### config.mk
export PLATFORM = sky130hd
export DESIGN_NAME = uart_tx_arbiter
export DESIGN_NICKNAME = d
export VERILOG_FILES = /design/src/rtl/uart_tx_arbiter_pkg.sv /design/src/rtl/uart_tx_arbiter_rr_pick.sv /design/src/rtl/uart_tx_arbiter.sv
export SDC_FILE = /design/constraint.sdc
export NUM_CORES = 1
export LEC_CHECK = 0
export CORE_MARGIN = 2
export CORE_UTILIZATION = 38
export CTS_CLUSTER_DIAMETER = 120
export DETAILED_ROUTE_END_ITERATION = 10
export PLACE_DENSITY = 0.87
export SLEW_MARGIN = 10
export SYNTH_ARGS = -nofsm -noshare
export SYNTH_HDL_FRONTEND = slang
export SYNTH_HIERARCHICAL = 1
export SYNTH_SLANG_ARGS = --single-unit
export TNS_END_PERCENT = 30
### constraint.sdc
create_clock -name clk -period 2.4 [get_ports clk]
set_input_delay 0.72 -clock clk [delete_from_list [all_inputs] [get_ports clk]]
set_output_delay 0.72 -clock clk [all_outputs]
set_load 0.05 [all_outputs]
### src/rtl/uart_tx_arbiter_pkg.sv
// Shared state encoding, default limits and sizing helper for the UART TX arbiter.
package uart_tx_arbiter_pkg;

   typedef enum logic [0:0] {
      ST_IDLE  = 1'b0,
      ST_GRANT = 1'b1
   } state_e;

   localparam int DEF_MAX_BURST = 16;
   localparam int DEF_IDLE_TO   = 32;

   function automatic int id_width(input int n);
      return (n > 1) ? $clog2(n) : 1;
   endfunction

endpackage

### src/rtl/uart_tx_arbiter_rr_pick.sv
// Combinational round-robin picker: first valid index after last_grant, wrapping.
module uart_tx_arbiter_rr_pick import uart_tx_arbiter_pkg::*; #(
   parameter  int NUM_REQ = 4,
   localparam int ID_W    = id_width(NUM_REQ)
) (
   input  logic [NUM_REQ-1:0] req_valid,
   input  logic [ID_W-1:0]    last_grant,
   output logic [ID_W-1:0]    pick_idx,
   output logic               pick_any
);

   logic [ID_W-1:0] hi_idx;
   logic [ID_W-1:0] lo_idx;
   logic            hi_any;
   logic            lo_any;

   // Descending scan leaves the lowest match; "hi" only sees indices above last_grant.
   always_comb begin
      hi_idx = '0;
      lo_idx = '0;
      hi_any = 1'b0;
      lo_any = 1'b0;
      for (int j = NUM_REQ - 1; j >= 0; j--) begin
         if (req_valid[j]) begin
            lo_any = 1'b1;
            lo_idx = ID_W'(j);
            if (ID_W'(j) > last_grant) begin
               hi_any = 1'b1;
               hi_idx = ID_W'(j);
            end
         end
      end
   end

   assign pick_any = lo_any;
   assign pick_idx = hi_any ? hi_idx : lo_idx;

endmodule

### src/rtl/uart_tx_arbiter.sv
// Round-robin arbiter sharing the TX FIFO write port between byte producers.
module uart_tx_arbiter import uart_tx_arbiter_pkg::*; #(
   parameter  int NUM_REQ   = 4,
   parameter  int DATA_W    = 8,
   parameter  int MAX_BURST = DEF_MAX_BURST,
   parameter  int IDLE_TO   = DEF_IDLE_TO,
   localparam int ID_W      = id_width(NUM_REQ)
) (
   input  logic                      clk,
   input  logic                      reset,
   input  logic [NUM_REQ-1:0]        req_valid,
   input  logic [NUM_REQ*DATA_W-1:0] req_data,
   input  logic [NUM_REQ-1:0]        req_last,
   output logic [NUM_REQ-1:0]        req_ready,
   input  logic                      fifo_full,
   output logic                      fifo_wr_en,
   output logic [DATA_W-1:0]         fifo_din,
   output logic                      grant_valid,
   output logic [ID_W-1:0]           grant_id,
   output logic                      timeout_pulse
);

   localparam int BEAT_W = $clog2(MAX_BURST + 1);
   localparam int IDLE_W = $clog2(IDLE_TO + 1);
   localparam logic [BEAT_W-1:0] BEAT_LIMIT = BEAT_W'(MAX_BURST - 1);
   localparam logic [IDLE_W-1:0] IDLE_LIMIT = IDLE_W'(IDLE_TO - 1);

   state_e              state_q, state_d;
   logic [ID_W-1:0]     last_grant_q, last_grant_d;
   logic [ID_W-1:0]     grant_id_q, grant_id_d;
   logic                grant_valid_q, grant_valid_d;
   logic                timeout_pulse_q, timeout_pulse_d;
   logic [BEAT_W-1:0]   beat_cnt_q, beat_cnt_d;
   logic [IDLE_W-1:0]   idle_cnt_q, idle_cnt_d;

   logic [ID_W-1:0]     pick_idx;
   logic                pick_any;
   logic                granted;
   logic                sel_valid;
   logic                sel_last;
   logic [DATA_W-1:0]   sel_data;
   logic                accept;

   uart_tx_arbiter_rr_pick #(
      .NUM_REQ (NUM_REQ)
   ) u_rr_pick (
      .req_valid  (req_valid),
      .last_grant (last_grant_q),
      .pick_idx   (pick_idx),
      .pick_any   (pick_any)
   );

   // Reset gates the datapath so a byte in flight is never written while reset is high.
   always_comb begin
      granted   = (state_q == ST_GRANT) && !reset;
      sel_valid = 1'b0;
      sel_last  = 1'b0;
      sel_data  = '0;
      req_ready = '0;
      for (int i = 0; i < NUM_REQ; i++) begin
         if (grant_id_q == ID_W'(i)) begin
            sel_valid    = req_valid[i];
            sel_last     = req_last[i];
            sel_data     = req_data[i*DATA_W +: DATA_W];
            req_ready[i] = granted && !fifo_full;
         end
      end
      accept     = granted && sel_valid && !fifo_full;
      fifo_wr_en = accept;
      fifo_din   = accept ? sel_data : '0;
   end

   always_comb begin
      state_d         = state_q;
      last_grant_d    = last_grant_q;
      grant_id_d      = grant_id_q;
      grant_valid_d   = grant_valid_q;
      beat_cnt_d      = beat_cnt_q;
      idle_cnt_d      = idle_cnt_q;
      timeout_pulse_d = 1'b0;
      case (state_q)
         ST_IDLE: begin
            if (pick_any) begin
               state_d       = ST_GRANT;
               grant_id_d    = pick_idx;
               grant_valid_d = 1'b1;
               beat_cnt_d    = '0;
               idle_cnt_d    = '0;
            end
         end
         ST_GRANT: begin
            if (accept) begin
               beat_cnt_d = beat_cnt_q + BEAT_W'(1);
               idle_cnt_d = '0;
               if (sel_last || (beat_cnt_q == BEAT_LIMIT)) begin
                  state_d       = ST_IDLE;
                  grant_valid_d = 1'b0;
                  last_grant_d  = grant_id_q;
               end
            end else if (!sel_valid && !fifo_full) begin
               // Stall cycles with the FIFO full never age the grant.
               if (idle_cnt_q == IDLE_LIMIT) begin
                  state_d         = ST_IDLE;
                  grant_valid_d   = 1'b0;
                  last_grant_d    = grant_id_q;
                  timeout_pulse_d = 1'b1;
               end else begin
                  idle_cnt_d = idle_cnt_q + IDLE_W'(1);
               end
            end
         end
         default: state_d = ST_IDLE;
      endcase
   end

   always_ff @(posedge clk or posedge reset) begin
      if (reset) begin
         state_q         <= ST_IDLE;
         last_grant_q    <= ID_W'(NUM_REQ - 1);
         grant_id_q      <= '0;
         grant_valid_q   <= 1'b0;
         timeout_pulse_q <= 1'b0;
         beat_cnt_q      <= '0;
         idle_cnt_q      <= '0;
      end else begin
         state_q         <= state_d;
         last_grant_q    <= last_grant_d;
         grant_id_q      <= grant_id_d;
         grant_valid_q   <= grant_valid_d;
         timeout_pulse_q <= timeout_pulse_d;
         beat_cnt_q      <= beat_cnt_d;
         idle_cnt_q      <= idle_cnt_d;
      end
   end

   assign grant_valid   = grant_valid_q;
   assign grant_id      = grant_id_q;
   assign timeout_pulse = timeout_pulse_q;

endmodule
==> results of run 1 <==
==> how the worst max path moves through the flow <==
stage	endpoint	depth (start not counted)
after CTS	fifo_wr_en	5
after global routing	fifo_wr_en	5
after global placement	fifo_wr_en	5
after detailed placement	fifo_wr_en	5
final	fifo_din[3]	4
after floorplan	fifo_din[0]	5
==> kinds of logic after synthesis <==
logic type / count (synthesis) / synth area share
compound gates: 25 / 0.134
mux: 18 / 0.222
buf+inv: 17 / 0.0521
xor+xnor: 1 / 0.00628
fa+ha+maj: 3 / 0.0269
simple gates: 61 / 0.234
flops: 18 / 0.325
==> cells in the mapped netlist, types with 2 or more instances <==
| library cell | n |
|---|---|
| sky130_fd_sc_hd__nor2_1 | 10 |
| sky130_fd_sc_hd__a21o_1 | 2 |
| sky130_fd_sc_hd__and3_1 | 13 |
| sky130_fd_sc_hd__nand2b_1 | 5 |
| sky130_fd_sc_hd__nand3_1 | 7 |
| sky130_fd_sc_hd__ha_1 | 3 |
| sky130_fd_sc_hd__a21oi_1 | 7 |
| sky130_fd_sc_hd__clkbuf_1 | 6 |
| sky130_fd_sc_hd__nand2_1 | 14 |
| sky130_fd_sc_hd__mux2i_1 | 5 |
| sky130_fd_sc_hd__nor3b_1 | 2 |
| sky130_fd_sc_hd__dfstp_2 | 2 |
| sky130_fd_sc_hd__mux2_1 | 2 |
| sky130_fd_sc_hd__o21ai_1 | 2 |
| sky130_fd_sc_hd__o21ai_0 | 3 |
| sky130_fd_sc_hd__mux4_2 | 10 |
| sky130_fd_sc_hd__dfrtp_1 | 16 |
| sky130_fd_sc_hd__inv_1 | 9 |
| sky130_fd_sc_hd__nor2b_1 | 2 |
==> power by group through the flow <==
| stage | combinational (mW) | sequential, mW | clock (mW) |
|---|---|---|---|
| 3_3_place_gp | 1.33 | 0.546 | 0 |
| 6_report | 1.44 | 0.560 | 0.245 |
| 2_1_floorplan | 0.843 | 0.596 | 0 |
| 3_5_place_dp | 1.36 | 0.554 | 0 |
| 4_1_cts | 1.41 | 0.557 | 0.250 |
| 5_1_grt | 1.54 | 0.579 | 0.273 |
==> metal layers <==
layer,global-route usage,wire (um),part of all wire,vias to the layer above
met4,0.0505,127,0.027,0
met1,0.257,1840,0.39,707
li1,-,-,-,696
met2,0.417,2450,0.52,67
met3,0.0469,266,0.057,12
met5,0,0,0,-
==> flip-flops by register name, summed over array words and instances (netlist names) <==
register and count:
grant_valid 1, state_q 1, timeout_pulse 1, last_grant_q 2, grant_id 2, beat_cnt_q 5, idle_cnt_q 6
==> through the flow <==
stage          utilization  instance area, um2  TNS [ns]  worst slack [ns]
2_1_floorplan            -                1500    -0.741           -0.0952
3_3_place_gp         0.666                2400     -8.78            -0.502
3_5_place_dp         0.666                2400     -9.90            -0.537
4_1_cts              0.692                2500    -0.602           -0.0975
5_1_grt              0.701                2530    -0.750            -0.119
6_report             0.701                2530    -0.605           -0.0967
==> what timing repair did <==
| action | 4_1_cts | 5_1_grt |
|---|---|---|
| cloned | 2 | 0 |
| setup endpoints to repair | 23 | 11 |
| pin swaps | 11 | 3 |
| gates resized for setup | 70 | 9 |
| buffers inserted | 3 | 2 |
| endpoints found under the hold margin | 0 | 0 |
==> final cells by class <==
type                            instances  area share
Multi-Input combinational cell        109       0.387
Tap cell                               48      0.0238
Inverter                                9      0.0149
Sequential cell                        18       0.180
Clock buffer                            4      0.0218
Timing Repair Buffer                   86       0.372
==> critical path: stages <==
cell and delay, ns:
sky130_fd_sc_hd__buf_6 0.10, sky130_fd_sc_hd__mux4_2 0.58, sky130_fd_sc_hd__and3_4 0.23, sky130_fd_sc_hd__buf_12 0.14
==> flow_metrics.env, run 1 <==
export IMPL_clock_pin_transition_on_the_worst_setup_and_hold_timing_paths_ns=0.06
export IMPL_worst_hold_path_type="reg2reg"
export IMPL_hold_path_depth=1
export IMPL_synthDominantCellAreaShare=0.287
export IMPL_via_count=1482
export IMPL_routed_via_density=5.41
export IMPL_top_level_ports=60
export IMPL_timing_max_cap_violations=0
export IMPL_first_iter_violations=92
export IMPL_netlist_cell_type_count=42
export IMPL_critPathArrivalTime_ns=1.78
export IMPL_synth_cells=143
export IMPL_multi_input_comb_area_um2=978
export IMPL_fmaxAchievable_mhz=401
export IMPL_grt_start_max_net_pins=19
export IMPL_leakagePower_nw=1.13
export IMPL_fp_coreArea_um2=3610
export IMPL_syn_avg_cell_area_um2=9.75
export IMPL_critical_path_startpoint_type="input pin"
export IMPL_floorplan_die_width_um=64.6
export IMPL_run_status="finished with violations"
export IMPL_most_used_cells_in_the_layout_excluding_fill_and_tap_cells="sky130_fd_sc_hd__buf_4, sky130_fd_sc_hd__dlygate4sd2_1, sky130_fd_sc_hd__buf_12, sky130_fd_sc_hd__dfrtp_1, sky130_fd_sc_hd__clkdlybuf4s15_1"
export IMPL_cts_root_buf="sky130_fd_sc_hd__clkbuf_8"
export IMPL_netlist_top_cells_area="sky130_fd_sc_hd__dfrtp_1, sky130_fd_sc_hd__mux4_2, sky130_fd_sc_hd__and3_1"
export IMPL_diodes=0
export IMPL_initial_utilization=0.387
export IMPL_final_setup_skew_ns=0.00528
export IMPL_placedCellCount=263
export IMPL_commonest_non_fill_non_tap_cell_in_the_layout="sky130_fd_sc_hd__buf_4"
export IMPL_final_critical_path_setup_slack_ns=-0.0967
export IMPL_yosys_most_used_dff="sky130_fd_sc_hd__dfrtp_1"
export IMPL_worst_reg_to_reg_setup_slack_ns=0.20
export IMPL_global_placer_s_final_weighted_congestion=0.853
export IMPL_cts_sinks=18
export IMPL_post_route_period_util=1.04
export IMPL_post_route_min_period_ns=2.50
export IMPL_cts_hold_buf=0
export IMPL_p_seq_frac=0.249
export IMPL_route_detailed_wl_per_inst_um=17.1
export IMPL_area_delta_synth_final_pct=81.2
export IMPL_sw_frac_of_total=0.420
export IMPL_critPathMaxFanout=5
export IMPL_power_switching_mw=0.945
export IMPL_buffer_ports_inserted=59
export IMPL_post_dp_hpwl_um=3250
export IMPL_fin_nets=273
export IMPL_yosys_register_bits=18
export IMPL_synth_top_area_cell="sky130_fd_sc_hd__dfrtp_1"
export IMPL_hold_violations=0
export IMPL_synthArstFlopShare=1.00
export IMPL_layout_cell_share_with_drive_strength_beyond_1=0.389
export IMPL_globalRouteTotalUtil=0.222
export IMPL_synthesis_area_um2=1390
export IMPL_worst_slew_pin_transition_ns=0.487
export IMPL_startpoint="req_valid[3]"
export IMPL_rows=22
export IMPL_ant_nets=0
export IMPL_r2r_start="grant_id[0]"
export IMPL_cts_buffers_inserted=3
export IMPL_clock_tree_from_tritoncts="done"
export IMPL_clock_insertion_delay_worst_skew_ns=0.25
export IMPL_power_internal_mw=1.30
export IMPL_startpoint_of_the_tightest_hold_check_path="beat_cnt_q[0]"
export IMPL_floorplan_die_area_um2=4170
export IMPL_final_setup_viol_count=9
export IMPL_synth_enable_flop_cells=0
export IMPL_drtPass1Iterations=4
export IMPL_max_vdd_ir_drop_mv=0.552
export IMPL_pwr_share_comb=0.642
export IMPL_timing_setup_critical_path_class="in2out"
export IMPL_die_h_um=64.6
export IMPL_sequential_cell_area_um2=455
export IMPL_relSlewSlack=0.674
export IMPL_p_clk_frac=0.109
export IMPL_rsz0062_at_grt="yes"
export IMPL_wp_data_required_ns=1.68
export IMPL_hold_slack_ns=0.523
export IMPL_first_global_vias=1431
export IMPL_h_tree_depth=1
export IMPL_totalWireLength_um=4680
export IMPL_overflow=0
export IMPL_pwr_density_cell_nw_per_um2=890
export IMPL_slew_violations=0
export IMPL_final_cells=274
export IMPL_nFillCells=234
export IMPL_r2r_worst_path_cells=5
export IMPL_total_power_mw=2.25
export IMPL_failed_checks="negative setup slack"
export IMPL_clockBufferDepth=2
export IMPL_grt_pass1_wl_um=7070
export IMPL_synthesis_nets=189
export IMPL_hold_path_endpoint="beat_cnt_q[0]"
export IMPL_worstSetupEndpointType="output pin"
export IMPL_antenna_found_initial=0
export IMPL_route_detailed_drc=0
export IMPL_ys_warnings_count=6
export IMPL_synth_seq_area_share=0.325
export IMPL_regToRegEndpoint="last_grant_q[0]"
Power figures use the tool's default switching activity.
==> run 2, diff against run 1 <==
--- a/config.mk
+++ b/config.mk
@@ -5,8 +5,11 @@
 export SDC_FILE = /design/constraint.sdc
 export NUM_CORES = 1
 export LEC_CHECK = 0
+export ABC_AREA = 1
+export CELL_PAD_IN_SITES_DETAIL_PLACEMENT = 0
+export CELL_PAD_IN_SITES_GLOBAL_PLACEMENT = 1
 export CORE_MARGIN = 2
-export CORE_UTILIZATION = 38
+export CORE_UTILIZATION = 26
 export CTS_CLUSTER_DIAMETER = 120
 export DETAILED_ROUTE_END_ITERATION = 10
 export PLACE_DENSITY = 0.87
==> run 2 against run 1 <==
The run still ends with negative setup slack left. Synthesized area increased by 3.7%. Combinational power increased by 22%. Worst hold slack got worse by 0.027 ns. First-iteration DRC count is 18% lower. Global-route usage fell by 6.4 points. Critical path type unchanged. Sequential power shrank 9.5%.
==> flow_metrics.env, run 2 <==
export IMPL_grt_start_max_net_pins=19
export IMPL_routed_via_density=4.52
export IMPL_ys_warnings_count=6
export IMPL_relSlewSlack=0.675
export IMPL_cp_num_buf_inv=2
export IMPL_post_synth_most_frequent_cells="sky130_fd_sc_hd__nand2_1, sky130_fd_sc_hd__inv_1, sky130_fd_sc_hd__nor2_1"
export IMPL_registers_top_by_ff_count="idle_cnt_q"
export IMPL_syn_avg_cell_area_um2=6.78
export IMPL_floorplan_die_area_um2=6170
export IMPL_critPathSlowestCell="sky130_fd_sc_hd__clkdlybuf4s50_1"
export IMPL_via_count=1695
export IMPL_worst_hold_path_type="reg2reg"
export IMPL_fp_coreArea_um2=5440
export IMPL_hold_slack_ns=0.496
export IMPL_pwr_density_cell_nw_per_um2=948
export IMPL_final_critical_path_setup_slack_ns=-0.0298
export IMPL_clock_tree_from_tritoncts="done"
export IMPL_most_frequently_used_cell_type_in_the_post_synthesis_netlist="sky130_fd_sc_hd__nand2_1"
export IMPL_die_h_um=78.6
export IMPL_critical_path_cell_list="clkdlybuf4s50_1, o21ai_0, nand2_1, o21ai_2, a21oi_4, buf_12"
export IMPL_cts_hold_buf=0
export IMPL_commonest_non_fill_non_tap_cell_in_the_layout="sky130_fd_sc_hd__nand2_1"
export IMPL_buffer_ports_inserted=59
export IMPL_worstSetupEndpointType="output pin"
export IMPL_synthesis_area_um2=1450
export IMPL_final_setup_viol_count=5
export IMPL_synthDominantCellAreaShare=0.277
export IMPL_first_iter_violations=75
export IMPL_totalNegativeSetupSlack_ns=-0.0668
export IMPL_post_route_min_period_ns=2.43
export IMPL_slew_violations=0
export IMPL_ant_nets=0
export IMPL_final_core_utilization=0.487
export IMPL_global_placer_s_final_weighted_congestion=0.845
export IMPL_synth_seq_area_share=0.313
export IMPL_synthesis_nets=259
export IMPL_cts_buffers_inserted=3
export IMPL_timing_max_cap_violations=0
export IMPL_initial_utilization=0.266
export IMPL_failed_checks="negative setup slack"
export IMPL_route_detailed_drc=0
export IMPL_worst_slew_pin_transition_ns=0.486
export IMPL_hold_violations=0
export IMPL_post_route_period_util=1.01
export IMPL_route_detailed_wl_per_inst_um=12.4
export IMPL_most_used_cells_in_the_layout_excluding_fill_and_tap_cells="sky130_fd_sc_hd__nand2_1, sky130_fd_sc_hd__clkdlybuf4s50_1, sky130_fd_sc_hd__buf_4, sky130_fd_sc_hd__inv_1, sky130_fd_sc_hd__nor2_1"
export IMPL_total_power_mw=2.51
export IMPL_critPathArrivalTime_ns=1.71
export IMPL_critPathMaxFanout=1
export IMPL_placed_area_um2=2420
export IMPL_cts_root_buf="sky130_fd_sc_hd__clkbuf_8"
export IMPL_worst_reg_to_reg_setup_slack_ns=0.62
export IMPL_critical_path_top_delay_family="buffers and inverters"
export IMPL_clockBufferDepth=2
export IMPL_netlist_cell_type_count=34
export IMPL_layout_cell_share_with_drive_strength_beyond_1=0.343
export IMPL_max_vdd_ir_drop_mv=0.364
export IMPL_netlist_top_cells_area="sky130_fd_sc_hd__dfrtp_1, sky130_fd_sc_hd__nand2_1, sky130_fd_sc_hd__nand3_1"
export IMPL_synth_cells=213
export IMPL_post_dp_hpwl_um=3560
export IMPL_leakagePower_nw=1.23
export IMPL_synth_top_area_cell="sky130_fd_sc_hd__dfrtp_1"
export IMPL_cts_sinks=18
export IMPL_first_global_vias=1716
export IMPL_cp_slowest_stage_delay_ns=0.45
export IMPL_critical_path_startpoint_type="input pin"
export IMPL_fin_nets=350
export IMPL_run_status="finished with violations"
export IMPL_finalInstanceArea_um2=2650
export IMPL_yosys_most_used_dff="sky130_fd_sc_hd__dfrtp_1"
export IMPL_overflow=0
export IMPL_grt_pass1_wl_um=7810
export IMPL_largest_register_ffs=6
export IMPL_synth_enable_flop_cells=0
export IMPL_totalWireLength_um=4640
export IMPL_drtPass1Iterations=6
export IMPL_rows=27
export IMPL_final_setup_skew_ns=0.00249
export IMPL_h_tree_depth=1
export IMPL_diodes=0
export IMPL_clock_pin_transition_on_the_worst_setup_and_hold_timing_paths_ns=0.07
export IMPL_synthArstFlopShare=1.00
export IMPL_globalRouteTotalUtil=0.158
export IMPL_top_level_ports=60
export IMPL_top_regs="idle_cnt_q (6), beat_cnt_q (5)"
export IMPL_antenna_found_initial=0
export IMPL_area_delta_synth_final_pct=83.4
export IMPL_nFillCells=532
export IMPL_rsz0062_at_grt="yes"
export IMPL_clock_insertion_delay_worst_skew_ns=0.26
export IMPL_fmaxAchievable_mhz=412
export IMPL_yosys_register_bits=18
export IMPL_floorplan_die_width_um=78.6
export IMPL_wp_data_required_ns=1.68
export IMPL_timing_setup_critical_path_class="in2out"
==> run 2: final timing paths <==
path,start,end,cells after the start
worst max register to register,grant_id[0],grant_valid,10
min in group asynchronous,reset,beat_cnt_q[4],3
worst max-delay path,req_data[2],fifo_din[2],6
worst min register to register,beat_cnt_q[0],beat_cnt_q[0],1
worst min-delay path,beat_cnt_q[0],beat_cnt_q[0],1
max in group asynchronous,reset,last_grant_q[0],3
==> run 2: what timing repair did <==
action | in CTS | in global routing
setup endpoints to repair | 13 | 9
pin swaps | 20 | 7
setup buffers | 10 | 0
resized for setup | 62 | 5
==> run 2: where the power goes <==
part | switching (mW) | internal [mW]
Combinational | 0.994 | 0.756
Clock | 0.109 | 0.146
Sequential | 0.112 | 0.394
==> run 2: per-stage QoR <==
step / cells / worst slack (ns)
2_1_floorplan: 213 / -0.342
3_3_place_gp: 361 / -0.510
3_5_place_dp: 361 / -0.507
4_1_cts: 375 / -0.0231
5_1_grt: 375 / -0.0924
6_report: 375 / -0.0298
==> run 2: cell type report <==
cell class              count  area [um2]  share of cell area
inverters                  27         114              0.0430
flip-flops and latches     18         455               0.172
repair buffers             89         920               0.347
multi-input cells         165        1020               0.383
well taps                  72        90.1              0.0340
clock buffers               4        55.1              0.0208
==> run 2: cells by family (layout without fill, tap and decap cells) <==
group,count (synthesis),after routing,synth area share
compound gates,31,31,0.133
xor+xnor,4,4,0.0242
fa+ha+maj,3,3,0.0260
buf+inv,30,120,0.0935
flops,18,18,0.313
simple gates,127,127,0.410
==> run 2: worst register-to-register path, stage by stage (launching register included) <==
cell,delay (ns)
sky130_fd_sc_hd__dfrtp_2,0.49
sky130_fd_sc_hd__buf_6,0.16
sky130_fd_sc_hd__o21ai_2,0.05
sky130_fd_sc_hd__nand3_2,0.10
sky130_fd_sc_hd__buf_4,0.14
sky130_fd_sc_hd__buf_4,0.14
sky130_fd_sc_hd__a21oi_4,0.16
sky130_fd_sc_hd__buf_4,0.16
sky130_fd_sc_hd__o21ai_1,0.11
sky130_fd_sc_hd__nand3_1,0.11
sky130_fd_sc_hd__nand2_1,0.05
==> run 2: layer usage <==
metal | track usage | share of wire | wire [um]
met4 | 0.0456 | 0.014 | 63
met5 | 0 | 0 | 0
met2 | 0.289 | 0.53 | 2440
met3 | 0.0207 | 0.034 | 158
met1 | 0.191 | 0.43 | 1980
==> run 3, diff against run 2 <==
--- a/config.mk
+++ b/config.mk
@@ -8,7 +8,6 @@
 export ABC_AREA = 1
 export CELL_PAD_IN_SITES_DETAIL_PLACEMENT = 0
 export CELL_PAD_IN_SITES_GLOBAL_PLACEMENT = 1
-export CORE_MARGIN = 2
 export CORE_UTILIZATION = 26
 export CTS_CLUSTER_DIAMETER = 120
 export DETAILED_ROUTE_END_ITERATION = 10
==> run 3 against run 2 <==
The flow now finishes without violations. Via count is 1.9% lower. Critical path depth shrank 2. Clock power about the same. Core utilization is 0.80 points higher. Sequential share of layout area rose by 0.37 points. Final area is 2.1% lower. Combinational power is 5% lower. Cell count shrank 1.9%. First-iteration DRC count shrank 15%. Register-to-register slack gained 0.12 ns. Clock skew rose by 0.0022 ns. Worst hold slack improved by 0.0058 ns. Critical path type unchanged. Critical endpoint is now fifo_din[4].
==> flow_metrics.env, run 3 (same netlist as run 2, synthesis figures left out) <==
export IMPL_largest_register_ffs=6
export IMPL_nFillCells=522
export IMPL_r2r_worst_path_cells=9
export IMPL_relSlewSlack=0.675
export IMPL_power_internal_mw=1.23
export IMPL_cts_hold_buf=0
export IMPL_commonest_non_fill_non_tap_cell_in_the_layout="sky130_fd_sc_hd__nand2_1"
export IMPL_power_switching_mw=1.20
export IMPL_pwr_density_cell_nw_per_um2=935
export IMPL_worst_hold_path_type="reg2reg"
export IMPL_worstSetupEndpointType="output pin"
export IMPL_post_route_min_period_ns=2.40
export IMPL_fmaxAchievable_mhz=417
export IMPL_timing_max_cap_violations=0
export IMPL_drtPass1Iterations=4
export IMPL_first_global_vias=1583
export IMPL_worst_slew_pin_transition_ns=0.485
export IMPL_top_regs="idle_cnt_q (6), beat_cnt_q (5)"
export IMPL_routed_via_density=4.52
export IMPL_most_used_cells_in_the_layout_excluding_fill_and_tap_cells="sky130_fd_sc_hd__nand2_1, sky130_fd_sc_hd__buf_4, sky130_fd_sc_hd__clkdlybuf4s50_1, sky130_fd_sc_hd__nor2_1, sky130_fd_sc_hd__inv_1"
export IMPL_initial_utilization=0.276
export IMPL_hold_path_endpoint="last_grant_q[1]"
export IMPL_first_iter_violations=64
export IMPL_cts_buffers_inserted=3
export IMPL_globalRouteTotalUtil=0.161
export IMPL_cts_root_buf="sky130_fd_sc_hd__clkbuf_8"
export IMPL_rows=26
export IMPL_hold_violations=0
export IMPL_grt_start_max_net_pins=19
export IMPL_wp_data_required_ns=1.68
export IMPL_hold_path_depth=2
export IMPL_placedCellCount=359
export IMPL_route_detailed_drc=0
export IMPL_rsz0062_at_grt="yes"
export IMPL_final_critical_path_setup_slack_ns=0.00326
export IMPL_fp_coreArea_um2=5240
export IMPL_ant_nets=0
export IMPL_floorplan_die_width_um=76.6
export IMPL_clock_insertion_delay_worst_skew_ns=0.26
export IMPL_p_seq_frac=0.210
export IMPL_clock_tree_from_tritoncts="done"
export IMPL_critPathArrivalTime_ns=1.68
export IMPL_die_h_um=76.6
export IMPL_buffer_ports_inserted=59
export IMPL_r2r_start="grant_id[0]"
export IMPL_overflow=0
export IMPL_critical_path_cell_list="clkdlybuf4s50_1, nand2_2, a311oi_4, buf_12"
export IMPL_pwr_share_comb=0.686
export IMPL_p_clk_frac=0.104
export IMPL_place_worst_setup_slack_ns=-0.508
export IMPL_h_tree_depth=1
export IMPL_layout_cell_share_with_drive_strength_beyond_1=0.326
export IMPL_registers_top_by_ff_count="idle_cnt_q"
export IMPL_worst_reg_to_reg_setup_slack_ns=0.74
export IMPL_leakagePower_nw=1.23
export IMPL_diodes=0
export IMPL_route_detailed_wl_per_inst_um=12.6
export IMPL_critical_path_startpoint_type="input pin"
export IMPL_post_dp_hpwl_um=3800
export IMPL_sw_frac_of_total=0.494
export IMPL_totalWireLength_um=4640
export IMPL_via_count=1662
export IMPL_top_level_ports=60
export IMPL_final_setup_viol_count=0
export IMPL_totalNegativeSetupSlack_ns=0
export IMPL_clockBufferDepth=2
export IMPL_antenna_found_initial=0
export IMPL_clock_pin_transition_on_the_worst_setup_and_hold_timing_paths_ns=0.07
export IMPL_final_cells=368
export IMPL_fin_nets=345
export IMPL_max_vdd_ir_drop_mv=0.453
export IMPL_final_setup_skew_ns=0.00469
export IMPL_floorplan_die_area_um2=5860
export IMPL_global_placer_s_final_weighted_congestion=0.850
export IMPL_cp_slowest_stage_delay_ns=0.47
export IMPL_startpoint_of_the_tightest_hold_check_path="last_grant_q[1]"
export IMPL_cts_sinks=18
export IMPL_grt_pass1_wl_um=7520
export IMPL_critPathMaxFanout=1
export IMPL_timing_setup_critical_path_class="in2out"
export IMPL_post_route_period_util=0.999
export IMPL_total_power_mw=2.43
export IMPL_area_delta_synth_final_pct=79.5
export IMPL_regToRegEndpoint="grant_valid"
export IMPL_slew_violations=0
export IMPL_run_status="complete, no violations"
export IMPL_critPathSlowestCell="sky130_fd_sc_hd__clkdlybuf4s50_1"
[run 3: cell types whose count changed in the layout (fill, tap and decap cells not counted), moves of 2 or more]
cell and change:
sky130_fd_sc_hd__clkdlybuf4s50_1 -9, sky130_fd_sc_hd__o21ai_0 -4, sky130_fd_sc_hd__o21ai_1 +4, sky130_fd_sc_hd__buf_4 -3, sky130_fd_sc_hd__dlygate4sd2_1 +7, sky130_fd_sc_hd__buf_6 -2, sky130_fd_sc_hd__dlymetal6s2s_1 +2
[run 3: power by group through the flow]
stage          Combinational [mW]  Clock [mW]  Sequential, mW
3_3_place_gp                 1.44           0           0.516
2_1_floorplan               0.836           0           0.548
6_report                     1.66       0.254           0.509
3_5_place_dp                 1.46           0           0.521
4_1_cts                      1.66       0.258           0.510
5_1_grt                      1.80       0.270           0.524
[run 3: critical path, delay by kind of cell]
family | cells | cell delay [ns]
and+or+nand+nor | 1 | 0.06
buffers and inverters | 2 | 0.65
AOI/OAI and AO/OA | 1 | 0.25
[run 3: area by class of cell]
class / instances / area, um2 / share of cell area
clock buffers: 4 / 55.1 / 0.0212
repair buffers: 84 / 871 / 0.336
well taps: 70 / 87.6 / 0.0338
flip-flops and latches: 18 / 455 / 0.176
multi-input cells: 165 / 1010 / 0.390
inverters: 27 / 114 / 0.0439
[run 3: worst max path at each step]
| stage | to | slack, ns | depth (start not counted) | startpoint |
|---|---|---|---|---|
| floorplan | fifo_din[4] | -0.34 | 6 | reset |
| global placement | fifo_din[4] | -0.49 | 8 | req_valid[1] |
| detailed placement | fifo_din[4] | -0.51 | 8 | req_valid[1] |
| CTS | fifo_din[4] | -0.001 | 4 | req_data[4] |
| global route | fifo_din[6] | -0.06 | 7 | grant_id[1] |
| finish | fifo_din[4] | 0.003 | 4 | req_data[4] |
[run 3: stage by stage]
step	instance area, um2	utilization	hold WS [ns]
after global routing	2590	0.495	0.516
after CTS	2580	0.492	0.504
final	2590	0.495	0.502
after floorplan	1510	-	0.460
after detailed placement	2410	0.461	0.493
after global placement	2410	0.461	0.471
[run 3: repair_timing]
item                                    CTS  global route
endpoints found under the setup margin   13             8
resized for setup                        71             4
buffers inserted                          4             1
pin swaps                                22             7
[run 3: routing by layer]
layer  wire length [um]  vias to the layer above  track usage
li1                   -                      868            -
met1               2050                      757        0.195
met2               2400                       29        0.294
met3                 80                        8       0.0108
met4                103                        0       0.0673
met5                  0                        -            0
